--- src/rtl/arbiter4_rr.sv ---
// Four-client round-robin arbiter with registered one-hot grant, grant hold
// while the owner keeps requesting, and forced rotation after MAX_HOLD cycles.
module arbiter4_rr #(
   parameter int MAX_HOLD = 8,
   parameter int CNT_W    = $clog2(MAX_HOLD + 1)
) (
   input  logic       clk,
   input  logic       rst,
   input  logic [3:0] req,
   output logic [3:0] gnt,
   output logic [1:0] gnt_idx,
   output logic       gnt_valid,
   output logic       gnt_switch
);

   typedef enum logic {IDLE, OWN} state_t;

   state_t           state;
   logic [1:0]       ptr;
   logic [CNT_W-1:0] hold_cnt;

   logic [3:0] others;
   logic       owner_req;
   logic       at_limit;
   logic [1:0] pick;
   logic [1:0] cand;
   logic       hit;

   // gnt is zero when idle, so masking it leaves every request eligible there
   assign others    = req & ~gnt;
   assign owner_req = |(req & gnt);
   assign at_limit  = (hold_cnt == CNT_W'(MAX_HOLD));

   // Walk the search order backwards so the nearest-to-ptr requester wins last
   always_comb begin
      pick = ptr;
      hit  = 1'b0;
      cand = ptr;
      for (int k = 3; k >= 0; k--) begin
         cand = ptr + 2'(k);
         if (others[cand]) begin
            pick = cand;
            hit  = 1'b1;
         end
      end
   end

   always_ff @(posedge clk) begin
      if (rst) begin
         state      <= IDLE;
         ptr        <= 2'd0;
         hold_cnt   <= '0;
         gnt        <= 4'b0000;
         gnt_idx    <= 2'd0;
         gnt_valid  <= 1'b0;
         gnt_switch <= 1'b0;
      end else begin
         gnt_switch <= 1'b0;
         case (state)
            IDLE: begin
               if (hit) begin
                  state      <= OWN;
                  gnt        <= 4'b0001 << pick;
                  gnt_idx    <= pick;
                  gnt_valid  <= 1'b1;
                  gnt_switch <= 1'b1;
                  hold_cnt   <= CNT_W'(1);
                  ptr        <= pick + 2'd1;
               end
            end
            OWN: begin
               // Release and preemption share the same handoff path
               if (!owner_req || (at_limit && (|others))) begin
                  if (hit) begin
                     gnt        <= 4'b0001 << pick;
                     gnt_idx    <= pick;
                     gnt_valid  <= 1'b1;
                     gnt_switch <= 1'b1;
                     hold_cnt   <= CNT_W'(1);
                     ptr        <= pick + 2'd1;
                  end else begin
                     state     <= IDLE;
                     gnt       <= 4'b0000;
                     gnt_idx   <= 2'd0;
                     gnt_valid <= 1'b0;
                     hold_cnt  <= '0;
                  end
               end else if (!at_limit) begin
                  hold_cnt <= hold_cnt + CNT_W'(1);
               end
            end
            default: state <= IDLE;
         endcase
      end
   end

endmodule
--- config.mk ---
export PLATFORM = sky130hd
export DESIGN_NAME = arbiter4_rr
export DESIGN_NICKNAME = d
export VERILOG_FILES = /design/src/rtl/arbiter4_rr.sv
export SDC_FILE = /design/constraint.sdc
export NUM_CORES = 1
export LEC_CHECK = 0
export ABC_AREA = 1
export CAP_MARGIN = 30
export CORE_ASPECT_RATIO = 0.75
export CORE_MARGIN = 2
export CORE_UTILIZATION = 35
export CTS_BUF_LIST = sky130_fd_sc_hd__clkbuf_16
export CTS_CLUSTER_SIZE = 40
export DETAILED_ROUTE_END_ITERATION = 7
export HOLD_SLACK_MARGIN = 0.15
export PLACE_DENSITY_LB_ADDON = 0.3
export SYNTH_ARGS = -nofsm -noshare
export SYNTH_HDL_FRONTEND = slang
export SYNTH_SLANG_ARGS = --single-unit
--- constraint.sdc ---
create_clock -name clk -period 1.89 [get_ports clk]
set_clock_uncertainty 0.15 [all_clocks]
set_input_delay 0.189 -clock clk [delete_from_list [all_inputs] [get_ports clk]]
set_output_delay 0.189 -clock clk [all_outputs]
set_load 0.03 [all_outputs]
==> results.toml <==
[floorplan]
die_area_sq_mm = 0.00334
placementRows = 16
chipHeight_microns = 50.5
initial_core_util = 0.377
pin_count = 14
fp.coreArea_sq_mm = 0.00268
die_w_microns = 66.1

[clock_network]
cts-resized-gates = 0
ctsHoldBuffers = 0
clock-sinks = 15
htree_levels = 1
cts_setup_buffers = 0
clk-insertion-delay-late_ns = 0.25
clk_pin_slew_ns = 0.05
cts_buffers = 3
cts_tree = "done"
clockBufferDepth = 2
cts-root-buf = "clkbuf_16"

[timing]
finalMaxSlewViolations = 0
fin_crit_sh = 0.920
period_minus_slack_ns = 1.74
timing_worst_slew_pin_value_ns = 0.316
hold_viol_final = 0
relSlewSlack = 0.789
setup_viol = 0
max_freq_mhz = 575
rsz0062_at_grt = "false"

[worst_hold_path]
min_path_type = "flip-flop to flip-flop"

[finish]
stdcell_area_sq_mm = 0.00131
syn_to_final_growth_pct = 29.7
drive_above_1_share = 0.274
final_common_cell = "nand2_1"
final_cell_mix = "nand2_1 (44), inv_1 (14), dfxtp_1 (14), nand3_1 (13), clkdlybuf4s50_1 (13)"
antenna_cells = 0
fillCellCount = 261
fin_nets = 177

[detailed_routing]
drtIter0Drc = 46
drc_errors = 0
drt-wirelength-per-cell_microns = 11.7
wl_microns = 2390
firstDrtPassIters = 4
vias = 995
via_per_inst = 4.88
detail-route-antenna-nets = 0

[placed_design]
place_hpwl_microns = 1900
dpl_cell_area_sq_mm = 0.00122
gp_congestion = 0.913
portBuffers = 13

[setup_path]
cp_cell_sequence = "clkdlybuf4s50_1"
critical_path_class = "flip-flop to primary output"
worst-path-buf-inv = 1
crit_path_start_kind = "flip-flop"
cpPeakStageDelay_ns = 0.71
crit_slowest_cell = "clkdlybuf4s50_1"
worst_ep_arrival_time_ns = 1.40
cp_top_family = "buffers and inverters"
end_kind = "primary output"
cp.required_ns = 1.55
crit_fanout = 4

[power_and_ir_drop]
ir_worst_vdd_uv = 821
leakage_nw = 0.601
powerDensity_mw_per_mm2 = 1630
power_mw = 2.14

[logic_synthesis]
synth_compound_area_frac = 0.135
synth_ff_type = "dfxtp_1"
synth.distinct_cells = 30
yosys_warnings = 0
muxShareOfSynthArea = 0
synth-simple-area-share = 0.434
netlist_instances = 147
yosys_register_bits = 15
postSynthAreaPerCell_sq_um = 6.88
synth_top_family_by_area = "simple AND/OR/NAND/NOR gates"
synth-async-reset-ratio = 0
syn-cell-area_sq_mm = 0.00101
synthAdderAreaFrac = 0.0248
syn_nets = 155
synth_edf_count = 0
ys_seq_area_frac = 0.297
synth_xor_area_frac = 0.00866

[global_routing]
grt_use_total = 0.158
grt_max_degree = 10
grt_pass1_wl_microns = 4080
grt-ovfl-total = 0
grt_pass1_vias = 890
antenna_found_initial = 0

[run_status]
status = "completed"

[flow_run]
maxCapViolations = 0
-- cells by family after synthesis --
| family | after synthesis |
|---|---|
| compound gates | 18 |
| xor+xnor | 1 |
| fa+ha+maj | 2 |
| buf+inv | 23 |
| flops | 15 |
| simple gates | 88 |
-- cell usage after synthesis, types with 2 or more instances --
library cell  count  area [sq um]
nand2_1          44           165
dfxtp_1          15           300
inv_1            14          52.6
nand3_1          14          70.1
nand2_2          12          75.1
inv_2             6          22.5
nand3_2           6          60.1
nor2_1            6          22.5
a21oi_1           3          15.0
o21ai_1           3          15.0
ha_1              2          25.0
nand4_1           2          12.5
nor2_4            2          22.5
o21ai_0           2          10.0
-- layout make-up --
cell class                 instances  area, sq um  area share
clock buffer                       3         75.1      0.0573
clock inverter                     1         5.00     0.00382
inverter                          22         90.1      0.0687
multi-input combinational        109          614       0.469
sequential                        15          302       0.230
tap                               36         45.0      0.0344
timing repair buffer              18          180       0.137
-- routing by layer --
layer,track usage,routed length [microns]
met1,0.244,1240
met2,0.222,974
met3,0.0448,174
met4,0.0204,0
met5,0,0
-- report_power, final --
group          internal, mW  switching [mW]
logic                 0.478           0.769
registers             0.401          0.0825
clock network         0.282           0.126
total                  1.16           0.978
-- metrics by stage --
step                       util  setup WS (ns)  setup TNS (ns)  hold WS, ns  std cells
after floorplan               -          0.209               0        0.108        147
after global placement    0.457        -0.0517          -0.164        0.282        200
after detailed placement  0.457        -0.0446          -0.205        0.288        200
after CTS                 0.486          0.107               0        0.305        204
after global routing      0.489         0.0137               0        0.335        204
final                     0.489          0.151               0        0.301        204
-- tightest hold or removal path: cells and delay by family (launching register included) --
kind / cells / cell delay (ns)
AND/OR/NAND/NOR: 2 / 0.10
flip-flops: 1 / 0.30
-- path summary, 6_finish.rpt --
| check | end | from | cells past startpoint | slack, ns |
|---|---|---|---|---|
| worst max-delay path | gnt[3] | gnt[3] | 1 | 0.15 |
| worst min-delay path | gnt_idx[0] | gnt_idx[0] | 2 | 0.30 |
| worst max register to register | hold_cnt[2] | hold_cnt[0] | 10 | 0.19 |
| worst min register to register | gnt_idx[0] | gnt_idx[0] | 2 | 0.30 |
-- state kept, by name, indices dropped and copies added, names as in the netlist --
| signal | cells |
|---|---|
| state | 1 |
| gnt_idx | 2 |
| gnt_switch | 1 |
| gnt_valid | 1 |
| hold_cnt | 4 |
| ptr | 2 |
| gnt | 4 |
(Power assumes the default switching activity.)
